==> config.mk <==
export PLATFORM = sky130hd
export DESIGN_NAME = mem_wb_skid_stage
export DESIGN_NICKNAME = d
export VERILOG_FILES = /design/src/rtl/pipe_pkg.sv /design/src/rtl/skid_buf_2.sv /design/src/rtl/mem_wb_skid_stage.sv
export SDC_FILE = /design/constraint.sdc
export NUM_CORES = 1
export LEC_CHECK = 0
export ABC_AREA = 1
export ABC_CLOCK_PERIOD_IN_PS = 6000
export BUFFER_PORTS_ARGS = -buffer_cell sky130_fd_sc_hd__buf_4
export CAP_MARGIN = 30
export CELL_PAD_IN_SITES_DETAIL_PLACEMENT = 0
export CELL_PAD_IN_SITES_GLOBAL_PLACEMENT = 1
export CORE_AREA = 2 2 164 126
export DETAILED_ROUTE_END_ITERATION = 7
export DIE_AREA = 0 0 166 128
export PLACE_DENSITY_LB_ADDON = 0.1
export SYNTH_ARGS = -nofsm -noshare
export SYNTH_HDL_FRONTEND = slang
export SYNTH_SLANG_ARGS = --single-unit
==> constraint.sdc <==
create_clock -name clk -period 6 [get_ports clk]
set_clock_uncertainty 0.1 [all_clocks]
set_input_delay 0.9 -clock clk [delete_from_list [all_inputs] [get_ports clk]]
set_output_delay 0.9 -clock clk [all_outputs]
set_load 0.01 [all_outputs]
==> src/rtl/pipe_pkg.sv <==
// Shared pipeline-boundary types and constants for the stage registers
// between the core's pipe stages (IF/ID, ID/EX, EX/MEM, MEM/WB).
package pipe_pkg;

    // Default field widths; used for the reference lane layout below.
    localparam int PKG_ADDR_W = 5;
    localparam int PKG_DATA_W = 32;

    // Write-back result source select
    localparam logic LW_ALU_SRC = 1'b0;
    localparam logic LW_MEM_SRC = 1'b1;

    localparam logic [PKG_DATA_W-1:0] ZERO_WORD     = '0;
    localparam logic [PKG_ADDR_W-1:0] ZERO_REG_ADDR = '0;

    // Reference layout of one write-back lane, MSB first. Stages built with
    // non-default widths keep the same field order (see lane_bits()).
    typedef struct packed {
        logic                  lwsrc;
        logic [PKG_ADDR_W-1:0] write_addr;
        logic                  reg_write;
        logic [PKG_DATA_W-1:0] movsrc_result;
        logic [PKG_DATA_W-1:0] dm_out;
    } wb_lane_t;

    // Occupancy of a two-entry stage buffer
    typedef enum logic [1:0] {
        EMPTY = 2'd0,
        BUSY  = 2'd1,
        FULL  = 2'd2
    } stage_state_e;

    // Width of one lane with the wb_lane_t field order at arbitrary widths
    function automatic int lane_bits(input int addr_w, input int data_w);
        return 2 + addr_w + 2 * data_w;
    endfunction

endpackage

==> src/rtl/skid_buf_2.sv <==
// Generic 2-entry valid/ready buffer. in_ready is decoded from the state
// register only, so upstream never sees a combinational path from out_ready.
// clear drops both entries without touching the stored data.
module skid_buf_2
    import pipe_pkg::*;
#(
    parameter int W = 8
) (
    input  logic         clk,
    input  logic         rst,
    input  logic         clear,
    input  logic         in_valid,
    output logic         in_ready,
    input  logic [W-1:0] in_data,
    output logic         out_valid,
    input  logic         out_ready,
    output logic [W-1:0] out_data
);

    stage_state_e state, state_nxt;
    logic [W-1:0] main_q, skid_q;
    logic         accept, drain;
    logic         load_main_in, load_main_skid, load_skid;

    // State register
    always_ff @(posedge clk or posedge rst) begin
        if (rst) state <= EMPTY;
        else     state <= state_nxt;
    end

    // Next-state decode; clear wins over any accept/drain
    always_comb begin
        state_nxt = state;
        if (clear) begin
            state_nxt = EMPTY;
        end else begin
            case (state)
                EMPTY: if (accept) state_nxt = BUSY;
                BUSY: begin
                    if (accept && !drain)      state_nxt = FULL;
                    else if (!accept && drain) state_nxt = EMPTY;
                end
                FULL:  if (drain) state_nxt = BUSY;
                default: state_nxt = EMPTY;
            endcase
        end
    end

    // Handshake and entry-load decode from the registered state
    always_comb begin
        in_ready       = (state != FULL);
        out_valid      = (state != EMPTY);
        accept         = in_valid & in_ready;
        drain          = out_valid & out_ready;
        load_main_in   = !clear && accept &&
                         ((state == EMPTY) || ((state == BUSY) && drain));
        load_skid      = !clear && accept && (state == BUSY) && !drain;
        load_main_skid = !clear && (state == FULL) && drain;
    end

    // Entry storage; data is only ever cleared by reset
    always_ff @(posedge clk or posedge rst) begin
        if (rst) begin
            main_q <= '0;
            skid_q <= '0;
        end else begin
            if (load_main_in)        main_q <= in_data;
            else if (load_main_skid) main_q <= skid_q;
            if (load_skid)           skid_q <= in_data;
        end
    end

    assign out_data = main_q;

endmodule

==> src/rtl/mem_wb_skid_stage.sv <==
// MEM/WB pipeline boundary carrying LANES write-back lanes per packet through
// a 2-entry skid buffer. Adds flush, bubble gating of reg_write and a
// saturating back-pressure cycle counter on top of the generic buffer.
module mem_wb_skid_stage
    import pipe_pkg::*;
#(
    parameter int DATA_W = 32,
    parameter int ADDR_W = 5,
    parameter int LANES  = 1,
    parameter int CNT_W  = 16
) (
    input  logic                     clk,
    input  logic                     rst,
    input  logic                     flush,
    input  logic                     in_valid,
    output logic                     in_ready,
    input  logic [LANES-1:0]         mem_lwsrc,
    input  logic [LANES*ADDR_W-1:0]  mem_write_addr,
    input  logic [LANES-1:0]         mem_reg_write,
    input  logic [LANES*DATA_W-1:0]  mem_movsrc_result,
    input  logic [LANES*DATA_W-1:0]  mem_dm_out,
    output logic                     out_valid,
    input  logic                     out_ready,
    output logic [LANES-1:0]         wb_lwsrc,
    output logic [LANES*ADDR_W-1:0]  wb_write_addr,
    output logic [LANES-1:0]         wb_reg_write,
    output logic [LANES*DATA_W-1:0]  wb_movsrc_result,
    output logic [LANES*DATA_W-1:0]  wb_dm_out,
    output logic [CNT_W-1:0]         bp_cnt
);

    localparam int LANE_W = lane_bits(ADDR_W, DATA_W);
    localparam int PAY_W  = LANES * LANE_W;

    logic [PAY_W-1:0] in_pay, out_pay;
    logic [LANES-1:0] main_reg_write;

    // Lane packing in wb_lane_t field order; lane 0 in the low bits
    for (genvar i = 0; i < LANES; i++) begin : g_lane
        assign in_pay[i*LANE_W +: LANE_W] = {
            mem_lwsrc[i],
            mem_write_addr[i*ADDR_W +: ADDR_W],
            mem_reg_write[i],
            mem_movsrc_result[i*DATA_W +: DATA_W],
            mem_dm_out[i*DATA_W +: DATA_W]
        };
        assign {
            wb_lwsrc[i],
            wb_write_addr[i*ADDR_W +: ADDR_W],
            main_reg_write[i],
            wb_movsrc_result[i*DATA_W +: DATA_W],
            wb_dm_out[i*DATA_W +: DATA_W]
        } = out_pay[i*LANE_W +: LANE_W];
    end

    skid_buf_2 #(
        .W(PAY_W)
    ) u_buf (
        .clk       (clk),
        .rst       (rst),
        .clear     (flush),
        .in_valid  (in_valid),
        .in_ready  (in_ready),
        .in_data   (in_pay),
        .out_valid (out_valid),
        .out_ready (out_ready),
        .out_data  (out_pay)
    );

    // Bubbles (empty stage, including right after a flush) never write the RF
    assign wb_reg_write = main_reg_write & {LANES{out_valid}};

    // Count stalled-output cycles, sticking at all-ones; only reset clears it
    always_ff @(posedge clk or posedge rst) begin
        if (rst)
            bp_cnt <= '0;
        else if (out_valid && !out_ready && (bp_cnt != {CNT_W{1'b1}}))
            bp_cnt <= bp_cnt + CNT_W'(1);
    end

endmodule

* Word-level counts from Yosys, hierarchy flattened
Index checks and enable logic that the tools add are counted.
Cells by class: bitwise logic cells 3, multiplexer cells 8, $add $sub $neg 1, reductions and logical operators 20, equality and inequality tests 7
Operators with widths (number):
- two-way mux 71 bit | 2
- adder 16 x 1 -> 16 bit (second input constant) | 1
- != test 16 bit (second input constant) | 1
- logical AND 1 bit | 11
- two-way mux 2 bit | 5
- != test 3 x 2 -> 1 bit (second input constant) | 2
- case mux 2 bit (3 select lines) | 1
- logical NOT 1 bit | 4
- != test 4 x 2 -> 1 bit (second input constant) | 1
- nonzero test 2 bit | 2
- bitwise AND 1 bit | 3
- AND reduction 3 bit | 1
- equality test 2 x 1 -> 1 bit (second input constant) | 1
- equality test 2 bit (second input constant) | 1
- logical NOT 2 bit | 1
- != test 2 bit (second input constant) | 1
- logical OR 1 bit | 1
Word-level totals: bits of input ports 76, output and inout port bits 89, flip-flop bits (word level) 160

* Logic depth before layout (Yosys ltp)
depth after elaboration 8, depth in mapped cells 9, depth with buffers taken out 8

* Cells and area by module
From an unflattened synthesis, not the netlist that was laid out.
Second synthesis, totals: cell total of the unflattened synthesis 1029, area total of the unflattened synthesis 7836.3 µm²
Modules (own cells, without submodules):
- skid_buf_2 | seq. area each 3603.5 µm², cells an instance 869, instances 1, area each 6759.0 µm²
- mem_wb_skid_stage | seq. area each 400.4 µm², cells an instance 160, instances 1, area each 1077.3 µm²

* Worst setup path after synthesis
Ideal clock, no wire load.
path kind input to register, start point in flush, end point reg u_buf.skid_q[19], data arrival time 1.685 ns, cell stages on the path 6, path buffers 2, setup slack 4.083 ns, required time 5.768 ns, cells stage by stage nor3_2 nand4_4 buf_6 buf_6 nand2_1 o21ai_0
On the way: longest elaborated chain between the ends 4
RTL lines:
- start, declared | RTL line mem_wb_skid_stage.sv:14 | input logic flush,
- logical NOT 1 bit | RTL line skid_buf_2.sv:57 | load_skid = !clear && accept && (state == BUSY) && !drain;
- logical AND 1 bit (3 in series) | RTL line skid_buf_2.sv:57
- end signal, assigned | RTL line skid_buf_2.sv:69 | if (load_skid) skid_q <= in_data;
- end, declared | RTL line skid_buf_2.sv:21 | logic [W-1:0] main_q, skid_q;
No other way between the ends. A chain may end at the register's enable or synchronous reset.

* Worst setup path in the final report
start point in flush, end point reg u_buf.main_q[66], in the netlist u_buf.out_data[66]
On the way: longest elaborated chain between the ends 4, elaborated cells between the ends (all ways) 7, classes of those cells mux (1); reduce/logical (6)
RTL lines:
- logical NOT 1 bit * | RTL line skid_buf_2.sv:55, skid_buf_2.sv:58
- logical AND 1 bit (on tied branches) (2 in series) | RTL line skid_buf_2.sv:55, skid_buf_2.sv:58
- two-way mux 71 bit or nonzero test 2 bit (tied branches)
- end signal, assigned | RTL line skid_buf_2.sv:67 | if (load_main_in) main_q <= in_data;
- end signal, assigned | RTL line skid_buf_2.sv:68 | else if (load_main_skid) main_q <= skid_q;
- end, declared | RTL line skid_buf_2.sv:21
Mark *: on every way between the ends. The rest lies on a longest branch, timed or not.

==> impl_results.rst <==
.. list-table::
   :header-rows: 1

   * - Metric
     - Value
   * - Mean cell area of the mapped netlist
     - 8.35 um^2
   * - Synthesis-stage register bit count
     - 160
   * - H-tree depth
     - 4
   * - Post-Synthesis Net Count
     - 1,001
   * - Starting density of the core
     - 39.0%
   * - Post-CTS setup-driven buffer insertion count
     - 0
   * - Core area
     - 0.0198 mm^2
   * - Root buffer cell
     - clkbuf_16
   * - CP Launch Type
     - input pin
   * - Number of clock sinks
     - 160
   * - 1st-pass router iterations
     - 4
   * - Required @ worst endpoint
     - 6.24 ns
   * - Most used flip-flop cell after synthesis
     - dfrtp_1
   * - Outcome
     - complete, no violations
   * - Fmax
     - 0.323 GHz
   * - Final weighted congestion of routability-driven global placement
     - 0.737
   * - Distinct cells, synth
     - 26
   * - Residual DRC count
     - 0
   * - Cell leakage power
     - 4.50 nW
   * - Post-Route WL
     - 18.4 mm
   * - Maximum number of pins on one net before global-route repair
     - 73
   * - Hpwl dp
     - 11.6 mm
   * - Launching instance or port of the critical path
     - flush
   * - Max-cap check violation count
     - 0
   * - Clock tree from TritonCTS
     - yes
   * - Most repeated cell in the gate-level netlist after synthesis
     - nand2_1
   * - Commonest cells in the netlist
     - 213 x nand2_1, 160 x dfrtp_1, 98 x o21ai_1
   * - Final period util
     - 51.6%
   * - Fraction of registers with async set or reset after synthesis
     - 100%
   * - Post-route antenna net violation count
     - 0
   * - Routed length per instance
     - 14.5 um
   * - CP arrival
     - 3.33 ns
   * - PwrDens
     - 402 mW/mm^2
   * - CP Max Fanout
     - 44
   * - Die Y
     - 128 um
   * - Number of antenna violations at the first check in global routing
     - 0
   * - Worst setup path endpoint
     - u_buf.out_data[66]$_DFFE_PP0P_
   * - I/O Pins
     - 165
   * - PostCTS Resize Cnt
     - 0
   * - Post-Synthesis Cells
     - 924
   * - Register area share after synthesis
     - 51.9%
   * - Number of enable flip-flop cells after synthesis
     - 0
   * - Startpoint of the lowest-slack register-to-register path
     - u_buf.state[1]$_DFFE_PP0P_
   * - Vias post-DR
     - 5,948
   * - Post-CTS Hold Buffers
     - 0
   * - Fin. Hold Viols
     - 0
   * - Top post-synthesis cells by area
     - dfrtp_1 52%, nand2_1 10%, buf_4 6.7%
   * - Final setup violating endpoints
     - 0
   * - Clock buffers created by TritonCTS
     - 17
   * - Classification of the worst-slack hold path
     - flip-flop to flip-flop
   * - Global-route wire length before repair
     - 30.2 mm
   * - Area enclosed by the die boundary
     - 0.0212 mm^2
   * - Reg2Reg Capture Point
     - u_buf.out_data[66]$_DFFE_PP0P_
   * - # port buffers
     - 164
   * - Clock slew seen by the registers of the worst setup and hold paths
     - 0.06 ns
   * - GRT Total Usage
     - 17.8%
   * - Width of the chip
     - 166 um
   * - Deepest clock path buffer count
     - 2
   * - Fraction of post-synthesis cell area in the top cell type by area
     - 51.9%
   * - Diode insertion count for antenna repair
     - 0
   * - Pin slew with the least headroom to its limit
     - 0.926 ns
   * - Cell row count
     - 45
   * - Cell type with the largest total area after synthesis
     - dfrtp_1
   * - Setup Crit Path Kind
     - input pin to flip-flop
   * - Min Clock Period, post-route
     - 3.09 ns
   * - Headroom to the max-slew limit
     - 38.2%
   * - Netlist area before placement
     - 0.00771 mm^2
   * - Detailed router's first-iteration violation count
     - 423
   * - Layout Utilization
     - 46.2%
   * - Total grt overflow
     - 0
   * - Maximum ir drop on the vdd rail
     - 174 uV
   * - Fraction of final layout cells sized beyond drive strength 1
     - 21.7%
   * - Slack of the worst reg-to-reg path
     - 3.04 ns
   * - Final-layout setup total negative slack
     - 0 ns
   * - Clock latency on the worst-skew pair
     - 0.42 ns
   * - Vias in the first global route
     - 5,658
   * - Worst reg-to-reg path cell count
     - 6
   * - Nature of the critical path endpoint
     - flip-flop
   * - Growth of design area from synthesis to finish
     - 18.4%
   * - Final number of max-transition violations
     - 0
   * - Unrepaired setup endpoints after global routing
     - false
   * - Final net count
     - 1,075
   * - Vias per std cell
     - 4.69
   * - YS warnings
     - 0
report_power, final:
part / leakage, nW / internal, mW / total, mW / switching (mW)
logic: 2.24 / 0.417 / 0.868 / 0.450
clock network: 0.281 / 0.695 / 1.14 / 0.446
registers: 1.98 / 1.45 / 1.66 / 0.216
total: 4.50 / 2.56 / 3.67 / 1.11
area by class of cell:
type,instances,area [um^2]
Tap cell,258,323
Fill cell,2015,10600
Multi-Input combinational cell,560,2530
Timing Repair Buffer,170,1310
Clock inverter,13,188
Clock buffer,18,429
Sequential cell,160,4000
Inverter,89,339
cells in the final DEF, fill, tap and decap left out:
| master | n |
|---|---|
| a21oi_1 | 70 |
| buf_12 | 1 |
| buf_16 | 1 |
| buf_4 | 168 |
| bufinv_16 | 4 |
| clkbuf_1 | 1 |
| clkbuf_16 | 17 |
| clkinv_2 | 1 |
| clkinv_4 | 1 |
| clkinvlp_4 | 6 |
| dfrtp_1 | 160 |
| ha_1 | 1 |
| inv_1 | 83 |
| inv_2 | 5 |
| inv_6 | 2 |
| nand2_1 | 213 |
| nand2_2 | 2 |
| nand2_4 | 3 |
| nand3_1 | 10 |
| nand3_2 | 2 |
| nand4_1 | 6 |
| nand4_4 | 1 |
| nor2_1 | 90 |
| nor2_2 | 2 |
| nor3_2 | 1 |
| o21ai_0 | 51 |
| o21ai_1 | 98 |
| o21ai_4 | 1 |
| o31ai_1 | 1 |
| or2_2 | 1 |
| xnor2_1 | 7 |
cell families (layout without fill, tap and decap cells):
family | count (synthesis) | count (layout) | share of synthesized area [%]
compound gates | 221 | 221 | 14.5
xor+xnor | 7 | 7 | 0.795
fa+ha+maj | 1 | 1 | 0.162
buf+inv | 204 | 290 | 15.2
flops | 160 | 160 | 51.9
simple gates | 331 | 331 | 17.4
through the flow:
stage	area (um^2)	instances	setup WS, ns	hold slack (ns)	total power, mW
after floorplan	7710	924	0.680	0.353	2.33
after global placement	8460	1235	2.50	0.366	2.54
after detailed placement	8510	1237	2.42	0.373	2.56
after CTS	9130	1268	2.86	0.389	3.72
after global routing	9130	1268	2.59	0.405	3.92
final	9130	1268	2.91	0.383	3.67
layer usage:
layer	track usage, %	routed length, um	share of wire [%]
met5	0	0	0
met4	5.17	243	1.3
met3	4.01	877	4.8
met2	26.5	7770	42
met1	26.1	9530	52
worst min-delay path by stage:
stage | cells after the start | start | slack (ns) | endpoint
2_1_floorplan | 2 | u_buf.skid_q[19]$_DFFE_PP0P_ | 0.35 | u_buf.skid_q[19]$_DFFE_PP0P_
3_3_place_gp | 2 | u_buf.skid_q[28]$_DFFE_PP0P_ | 0.37 | u_buf.skid_q[28]$_DFFE_PP0P_
4_1_cts | 2 | u_buf.skid_q[61]$_DFFE_PP0P_ | 0.39 | u_buf.skid_q[61]$_DFFE_PP0P_
6_report | 2 | u_buf.skid_q[2]$_DFFE_PP0P_ | 0.38 | u_buf.skid_q[2]$_DFFE_PP0P_
3_5_place_dp | 2 | u_buf.skid_q[61]$_DFFE_PP0P_ | 0.37 | u_buf.skid_q[61]$_DFFE_PP0P_
5_1_grt | 2 | u_buf.skid_q[62]$_DFFE_PP0P_ | 0.41 | u_buf.skid_q[62]$_DFFE_PP0P_
critical path: stages:
cell and delay [ns]:
buf_4 0.13, nor2_1 0.11, nand3_2 0.61, inv_2 0.70, buf_4 0.56, nand2_1 0.12
a21oi_1 0.17
state kept, by name, indices dropped and copies added (netlist names):
signal	cells
bp_cnt	16
u_buf.out_data	71
u_buf.skid_q	71
u_buf.state	2
Power figures use the tool's default switching activity.
